[src/rtl/bd_shift_sequencer.sv]
// bd_shift_sequencer
//   Command-driven controller for a bidirectional shift register. It accepts one
//   command per valid/ready handshake and then drives the register's mode, serial
//   input and parallel input pins cycle by cycle. When the command finishes it
//   pulses done for one cycle.
//
//   Commands: LOAD (parallel load), SHR N (shift right), SHL N (shift left),
//             ROTR N (rotate right, fed back from sr_q[0]).
//
//   Ports
//     clk        rising-edge clock, shared with the shift register
//     rst        asynchronous active-low reset
//     cmd_valid  command present           cmd_ready  sequencer idle, can accept
//     cmd_op     00 LOAD 01 SHR 10 SHL 11 ROTR
//     cmd_count  number of shift cycles (ignored for LOAD)
//     cmd_data   parallel load value       cmd_sin    serial fill bit
//     sr_q       register contents (rotate feedback)
//     sr_mode    00 hold 01 right 10 left 11 load
//     sr_sin     register serial input     sr_d       register parallel input
//     busy       command in progress       done       one-cycle completion pulse
//
//   state | meaning
//   ------+-------------------------------------------------------------
//   IDLE  | waiting for a command, cmd_ready=1, register held
//   LOAD  | one cycle of parallel load with the latched data
//   SHIFT | shifting/rotating, down-counter runs until it reaches 1
//   DONE  | one-cycle completion pulse, register held

module bd_shift_sequencer #(
   parameter int WIDTH = 4,
   parameter int CNT_W = 3
) (
   input  logic             clk,
   input  logic             rst,
   input  logic             cmd_valid,
   output logic             cmd_ready,
   input  logic [1:0]       cmd_op,
   input  logic [CNT_W-1:0] cmd_count,
   input  logic [WIDTH-1:0] cmd_data,
   input  logic             cmd_sin,
   input  logic [WIDTH-1:0] sr_q,
   output logic [1:0]       sr_mode,
   output logic             sr_sin,
   output logic [WIDTH-1:0] sr_d,
   output logic             busy,
   output logic             done
);

   typedef enum logic [1:0] {
      ST_IDLE  = 2'd0,
      ST_LOAD  = 2'd1,
      ST_SHIFT = 2'd2,
      ST_DONE  = 2'd3
   } state_t;

   localparam logic [1:0] OP_LOAD = 2'b00;
   localparam logic [1:0] OP_SHR  = 2'b01;
   localparam logic [1:0] OP_SHL  = 2'b10;
   localparam logic [1:0] OP_ROTR = 2'b11;

   localparam logic [1:0] MODE_HOLD  = 2'b00;
   localparam logic [1:0] MODE_RIGHT = 2'b01;
   localparam logic [1:0] MODE_LEFT  = 2'b10;
   localparam logic [1:0] MODE_LOAD  = 2'b11;

   state_t             state, state_nxt;
   logic [1:0]         op_q;
   logic [CNT_W-1:0]   cnt_q;
   logic [WIDTH-1:0]   data_q;
   logic               sin_q;
   logic               accept;

   // Only bit 0 of the register is needed, for rotate feedback.
   logic               unused_sr_q;
   assign unused_sr_q = ^sr_q[WIDTH-1:1];

   assign accept = cmd_valid && (state == ST_IDLE);

   always_ff @(posedge clk or negedge rst) begin
      if (!rst) begin
         state <= ST_IDLE;
      end else begin
         state <= state_nxt;
      end
   end

   always_ff @(posedge clk or negedge rst) begin
      if (!rst) begin
         op_q   <= OP_LOAD;
         cnt_q  <= '0;
         data_q <= '0;
         sin_q  <= 1'b0;
      end else if (accept) begin
         op_q   <= cmd_op;
         cnt_q  <= cmd_count;
         data_q <= cmd_data;
         sin_q  <= cmd_sin;
      end else if (state == ST_SHIFT) begin
         cnt_q  <= cnt_q - 1'b1;
      end
   end

   always_comb begin
      state_nxt = state;
      sr_mode   = MODE_HOLD;
      sr_sin    = 1'b0;
      cmd_ready = 1'b0;
      busy      = 1'b1;
      done      = 1'b0;
      case (state)
         ST_IDLE: begin
            cmd_ready = 1'b1;
            busy      = 1'b0;
            if (accept) begin
               if (cmd_op == OP_LOAD) begin
                  state_nxt = ST_LOAD;
               end else if (cmd_count != '0) begin
                  state_nxt = ST_SHIFT;
               end else begin
                  state_nxt = ST_DONE;
               end
            end
         end
         ST_LOAD: begin
            sr_mode   = MODE_LOAD;
            state_nxt = ST_DONE;
         end
         ST_SHIFT: begin
            case (op_q)
               OP_SHL: begin
                  sr_mode = MODE_LEFT;
                  sr_sin  = sin_q;
               end
               OP_ROTR: begin
                  sr_mode = MODE_RIGHT;
                  sr_sin  = sr_q[0];
               end
               default: begin
                  sr_mode = MODE_RIGHT;
                  sr_sin  = sin_q;
               end
            endcase
            if (cnt_q == CNT_W'(1)) begin
               state_nxt = ST_DONE;
            end
         end
         ST_DONE: begin
            done      = 1'b1;
            state_nxt = ST_IDLE;
         end
         default: begin
            state_nxt = ST_IDLE;
         end
      endcase
   end

   // Parallel input always presents the last latched data; the register only
   // looks at it in load mode.
   assign sr_d = data_q;

endmodule

[config.mk]
export PLATFORM = sky130hd
export DESIGN_NAME = bd_shift_sequencer
export DESIGN_NICKNAME = d
export VERILOG_FILES = /design/src/rtl/bd_shift_sequencer.sv
export SDC_FILE = /design/constraint.sdc
export NUM_CORES = 1
export LEC_CHECK = 0
export CAP_MARGIN = 20
export CORE_UTILIZATION = 44
export CTS_BUF_LIST = sky130_fd_sc_hd__clkbuf_8
export DETAILED_ROUTE_END_ITERATION = 10
export PLACE_DENSITY = 0.8
export SYNTH_ARGS = -nofsm -noshare
export SYNTH_HDL_FRONTEND = slang
export SYNTH_SLANG_ARGS = --single-unit
[constraint.sdc]
create_clock -name clk -period 1.54 [get_ports clk]
set_input_delay 0.385 -clock clk [delete_from_list [all_inputs] [get_ports clk]]
set_output_delay 0.385 -clock clk [all_outputs]
set_load 0.01 [all_outputs]
==> results of run 1 <==
-- layer usage --
layer	track usage, %	vias up	wire length (µm)
met1	24.58	278	697
met3	3.879	4	42
met2	36.62	16	883
li1	-	295	-
met4	11.25	0	29
met5	0	-	0
-- per-stage QoR --
| step | area, µm² | TNS [ns] | utilization, % | power (W) | std cells |
|---|---|---|---|---|---|
| after floorplan | 710.7 | 0 | - | 0.001362 | 65 |
| after global placement | 1042 | -1.270 | 69.19 | 0.001967 | 115 |
| after detailed placement | 1042 | -1.412 | 69.19 | 0.002033 | 115 |
| after CTS | 1145 | -0.3386 | 76.00 | 0.002485 | 121 |
| after global routing | 1216 | -0.7018 | 80.73 | 0.002899 | 122 |
| final | 1216 | -0.4503 | 80.73 | 0.002705 | 122 |
-- area by class of cell --
cell class / instances / area (µm²) / area share [%]
clock buffers: 3 / 41.29 / 3.395
well taps: 16 / 20.02 / 1.646
repair buffers: 40 / 370.4 / 30.45
inverters: 6 / 25.02 / 2.058
multi-input cells: 45 / 457.9 / 37.65
flip-flops and latches: 12 / 301.5 / 24.79
-- synth_stat cells (2+ instances only) --
master	n	area [µm²]
dfrtp_1	12	300.3
ha_1	7	87.58
a21oi_1	6	30.03
inv_1	6	22.52
mux2_4	6	90.09
nor2_1	6	22.52
mux2_2	3	33.78
nand2_1	3	11.26
nand2b_1	2	12.51
nor2b_1	2	12.51
-- cells in the final DEF, fill, tap and decap left out, drive strengths merged, types with 3 or more instances in the layout --
master	instances
mux2	9
buf	23
nand2	4
clkdlybuf4s50	15
dfrtp	12
ha	7
a21oi	7
clkbuf	3
nor2	6
inv	6
-- cells by family (layout without fill, tap and decap cells) --
logic type / count (synthesis) / after routing
xor+xnor: 2 / 2
compound gates: 10 / 10
fa+ha+maj: 7 / 7
flops: 12 / 12
simple gates: 16 / 16
buf+inv: 8 / 49
mux: 10 / 10
-- state kept, by name (all words and copies together), names as in the netlist --
name and flops:
cnt_q 3, state 2, sr_d 4, sin_q 1, op_q 2
-- what timing repair did --
| action | in CTS | in global routing |
|---|---|---|
| setup endpoints to repair | 7 | 10 |
| hold buffers | 0 | 0 |
| pin swaps | 2 | 4 |
| buffers inserted | 3 | 3 |
| resized for setup | 39 | 15 |
-- power by group through the flow --
| stage | Clock [W] | Sequential (W) | Combinational, W |
|---|---|---|---|
| global route | 0.000304 | 0.000633 | 0.00196 |
| floorplan | 0 | 0.000608 | 0.000754 |
| finish | 0.000283 | 0.000614 | 0.00181 |
| detailed placement | 0 | 0.000599 | 0.00143 |
| CTS | 0.000292 | 0.000607 | 0.00159 |
| global placement | 0 | 0.000590 | 0.00138 |
-- worst max-delay path by stage --
| stage | from | to | slack (ns) | depth (start not counted) |
|---|---|---|---|---|
| final | state[0] | sr_mode[0] | -0.16 | 5 |
| after detailed placement | sr_q[0] | sr_sin | -0.42 | 4 |
| after global routing | state[0] | sr_mode[1] | -0.23 | 6 |
| after floorplan | state[0] | sr_mode[1] | 0.08 | 6 |
| after CTS | state[0] | sr_mode[0] | -0.16 | 5 |
| after global placement | sr_q[0] | sr_sin | -0.41 | 4 |
-- worst max-delay path, delay by kind of cell, from the launching register on --
family | cells | cell delay, ns
flops | 1 | 0.37
buf+inv | 3 | 0.31
fa+ha+maj | 1 | 0.26
simple gates | 1 | 0.13
==> results.yml, run 1 <==
synth:
  postSynthCellCount: 65
  synth_area_per_cell_um2: 10.93
  yosys.area_share.simple_pct: 10.56
  synth_flop_cell: "dfrtp_1"
  muxShareOfSynthArea_pct: 18.84
  syn_nets: 89
  synth-compound-area-share_pct: 8.099
  yosysSeqAreaShare_pct: 42.25
  ys_async_sr_fraction_pct: 100.0
  synth_edf_count: 0
  synth_xor_area_share_pct: 2.465
  synth_top_family_by_area: "multiplexers"
  yosys_warnings: 0
  synth.ff_latch_count: 12
  synth_cell_type_count: 22
  synthAdderAreaFrac_pct: 12.32
  syn_area_um2: 710.7
die:
  start_util_pct: 47.18
  boundaryPins: 27
  core_area_mm2: 0.001506
  die_width_um: 42.19
  die-area_mm2: 0.001780
  die_h_um: 42.19
  placement_rows: 14
drt:
  wire_per_inst_um: 13.55
  vias: 593
  routed_wl_um: 1653
  first_pass_iters: 4
  remaining_drc_errors: 0
  vias_per_cell: 4.861
  drtIter0Drc: 5
  ant_nets: 0
power:
  p_switching_w: 0.0009373
  intPower_w: 0.001768
  switching_share_pct: 34.65
  vdd_drop_max_v: 0.001233
  cellPowerDensity_mw_per_mm2: 2224
  clkPwrFrac_pct: 10.4
  p_leak_nw: 0.5769
  pwr-share-comb_pct: 66.9
  seq_power_share_pct: 22.7
worst_setup_path:
  r2r_setup_slack_ns: -0.03
  worst_r2r_endpoint: "state[1]"
  max_stage_delay_ns: 0.37
  rr_startpoint: "state[0]"
  path_cells: "inv_2, buf_12, ha_4, nor2b_4, buf_6"
  ff2ff_path_depth: 7
  start_kind: "flop"
  cp_slowest_cell: "dfrtp_1"
  worstPathArrival_ns: 1.31
  crit_required_ns: 1.15
  cp_max_fo: 3
  criticalPathCategory: "reg -> out"
  endpoint_kind: "primary output"
finish:
  area_growth_pct: 71.13
  final_nets: 132
  drive_gt1_share_pct: 49.06
  fillCellCount: 92
  diodes: 0
clocking:
  tritoncts: "built"
  clock_latency_ns: 0.24
  clkTransAtPathRegs_ns: 0.05
  cts-root-buf: "clkbuf_8"
  clock_path_buffers: 2
  htreeDepth: 1
  cts.sinks: 12
  numCtsBuffers: 3
outcome:
  status: "complete, but fails checks"
  violations: "setup timing"
grt:
  antenna_found_initial: 0
  grt_pass1_vias: 618
  grt_pass1_wl_um: 2732
  grt_max_degree: 13
  grt_overflow: 0
  grt_util_all_layers_pct: 21.18
sta:
  period_share_pct: 110.4
  timing.hold.ws_ns: 0.4717
  slew_headroom_pct: 84.59
  timing.final.hold_violations: 0
  setup_viol: 5
  rsz0062_at_grt: "true"
  worstMarginPinSlew_ns: 0.2304
  clock.fmax_mhz: 588.3
  fin_skew_ns: 0.002860
  layout_min_cycle_time_ns: 1.700
  final_critical_path_setup_slack_ns: -0.1598
  maxSlewViolCount: 0
placed_design:
  io_buffers: 23
  place_congestion: 0.7778
  dpl.hpwl_um: 1136
  pre_cts_ws_ns: -0.4180
worst_hold_path:
  min_path_type: "in -> async"
run:
  maxCapViolCount: 0
Note: power is estimated with default switching activity, not from simulation.
==> run 2: changes to the inputs <==
--- a/config.mk
+++ b/config.mk
@@ -6,10 +6,12 @@
 export NUM_CORES = 1
 export LEC_CHECK = 0
 export CAP_MARGIN = 20
+export CORE_MARGIN = 2
 export CORE_UTILIZATION = 44
 export CTS_BUF_LIST = sky130_fd_sc_hd__clkbuf_8
 export DETAILED_ROUTE_END_ITERATION = 10
 export PLACE_DENSITY = 0.8
+export SLEW_MARGIN = 0
 export SYNTH_ARGS = -nofsm -noshare
 export SYNTH_HDL_FRONTEND = slang
 export SYNTH_SLANG_ARGS = --single-unit
==> run 2 against run 1 <==
Effect of this change:
- combinational power fell by 9.9%
- final cell count rose by 0.82%
- highest routed layer unchanged
- non-clock buffer count did not move
- the run still ends with setup timing left
- register-to-register slack barely moved
- clock power rose by 26%
- clock skew rose by 0.00077 ns
- largest power group unchanged
==> results.yml, run 2 (synthesis gave the netlist of run 1 again) <==
drt:
  ant_nets: 0
  vias: 624
  first_pass_iters: 4
  vias_per_cell: 5.073
  drtIter0Drc: 2
  wire_per_inst_um: 13.87
  remaining_drc_errors: 0
  routed_wl_um: 1706
clocking:
  cts-root-buf: "clkbuf_8"
  tritoncts: "built"
  clkTransAtPathRegs_ns: 0.06
  numCtsBuffers: 3
  clock_path_buffers: 2
  htreeDepth: 1
  cts.sinks: 12
  clock_latency_ns: 0.25
  postCtsHoldBufs: 0
worst_setup_path:
  cpLargestDelayFamily: "flip-flops"
  max_stage_delay_ns: 0.39
  worstPathArrival_ns: 1.30
  path_buf_inv: 2
  cp_slowest_cell: "dfrtp_1"
  cp_max_fo: 2
  endpoint_kind: "primary output"
  path_cells: "buf_4, ha_2, a21oi_2, nor2b_1, buf_2"
  start_kind: "flop"
  criticalPathCategory: "reg -> out"
  crit_required_ns: 1.15
sta:
  maxSlewViolCount: 0
  rsz0062_at_grt: "true"
  worstMarginPinSlew_ns: 0.2395
  clock.fmax_mhz: 592.2
  slew_headroom_pct: 83.91
  fin_skew_ns: 0.003634
  setup_tns_ns: -0.4527
  period_share_pct: 109.6
  timing.final.hold_violations: 0
  setup_viol: 6
  layout_min_cycle_time_ns: 1.689
  final_critical_path_setup_slack_ns: -0.1485
finish:
  largest_reg_flops: 4
  layout_commonest_cell: "buf_4"
  drive_gt1_share_pct: 46.73
  area_growth_pct: 68.31
  diodes: 0
  fin_cells: 123
  final_cell_mix: "buf_4 (15), clkdlybuf4s50_1 (13), dfrtp_1 (11)"
  utilization_pct: 79.40
  final_nets: 132
  fillCellCount: 90
  stdcell_area_mm2: 0.001196
grt:
  grt_util_all_layers_pct: 20.10
  grt_pass1_wl_um: 2746
  use_met1_pct: 22.14
  grt_overflow: 0
  use_met3_pct: 2.449
  grt_pass1_vias: 644
  grt_max_degree: 13
  grt.busiest_layer: "met2"
  grt.met2_usage_pct: 35.29
  antenna_found_initial: 0
power:
  cellPowerDensity_mw_per_mm2: 2178
  p_switching_w: 0.0009171
  seq_power_share_pct: 23.6
  pwr-share-comb_pct: 62.7
  vdd_drop_max_v: 0.001267
  switching_share_pct: 35.20
  intPower_w: 0.001689
  clkPwrFrac_pct: 13.7
  p_leak_nw: 0.5854
die:
  core_area_mm2: 0.001506
  start_util_pct: 47.18
  die_width_um: 44.19
  boundaryPins: 27
  placement_rows: 14
  die_h_um: 44.19
  die-area_mm2: 0.001953
worst_hold_path:
  min_path_type: "in -> async"
placed_design:
  placed_cell_area_mm2: 0.001035
  pre_cts_ws_ns: -0.4226
  place_congestion: 0.7927
  dp_cells: 114
  io_buffers: 23
  dpl.hpwl_um: 1100
outcome:
  status: "complete, but fails checks"
  violations: "setup timing"
run:
  maxCapViolCount: 0
## run 2: repair_timing
action / in CTS / in global routing
endpoints found under the setup margin: 9 / 12
buffers inserted: 4 / 3
resized for setup: 42 / 8
endpoints found under the hold margin: 0 / 0
pin swaps: 4 / 2
## run 2: power by group through the flow
stage	clock, W	sequential (W)	combinational (W)
floorplan	0	0.000608	0.000754
global placement	0	0.000590	0.00136
detailed placement	0	0.000601	0.00140
CTS	0.000358	0.000607	0.00154
global route	0.000373	0.000645	0.00178
finish	0.000357	0.000614	0.00163
## run 2: area by class of cell
cell class,instances,area [µm²],share of cell area [%]
well taps,16,20.02,1.674
multi-input cells,45,444.2,37.13
flip-flops and latches,12,301.5,25.21
repair buffers,40,350.3,29.29
inverters,6,25.02,2.092
clock buffers,4,55.05,4.602
## run 2: worst paths after layout
path                            startpoint    endpoint  slack (ns)  depth (start not counted)
worst max-delay path              state[0]  sr_mode[0]       -0.15                          5
worst min-delay path                   rst       sin_q        0.43                          2
worst max register to register    state[0]    state[1]       -0.02                          7
worst min register to register     sr_d[1]     sr_d[1]        0.50                          1
max in group asynchronous              rst    state[1]        0.93                          2
min in group clk                   sr_d[1]     sr_d[1]        0.50                          1
## run 2: routing by layer
layer	wire length [µm]	up-vias
met2	908	21
met4	63	0
met1	671	294
met5	0	-
met3	62	9
li1	-	300
## run 2: metrics by stage
step                power, W  hold WS, ns
finish              0.002606       0.4326
global route        0.002795       0.4591
CTS                 0.002507       0.4394
detailed placement  0.002001       0.4946
global placement    0.001952       0.4873
floorplan           0.001362      0.08941
## run 2: worst register-to-register path, cell delays in order (launching register included)
cell	delay, ns
dfrtp_1	0.37
inv_2	0.08
buf_4	0.14
buf_6	0.11
ha_4	0.15
nor2b_4	0.12
a21oi_2	0.14
mux2_2	0.35
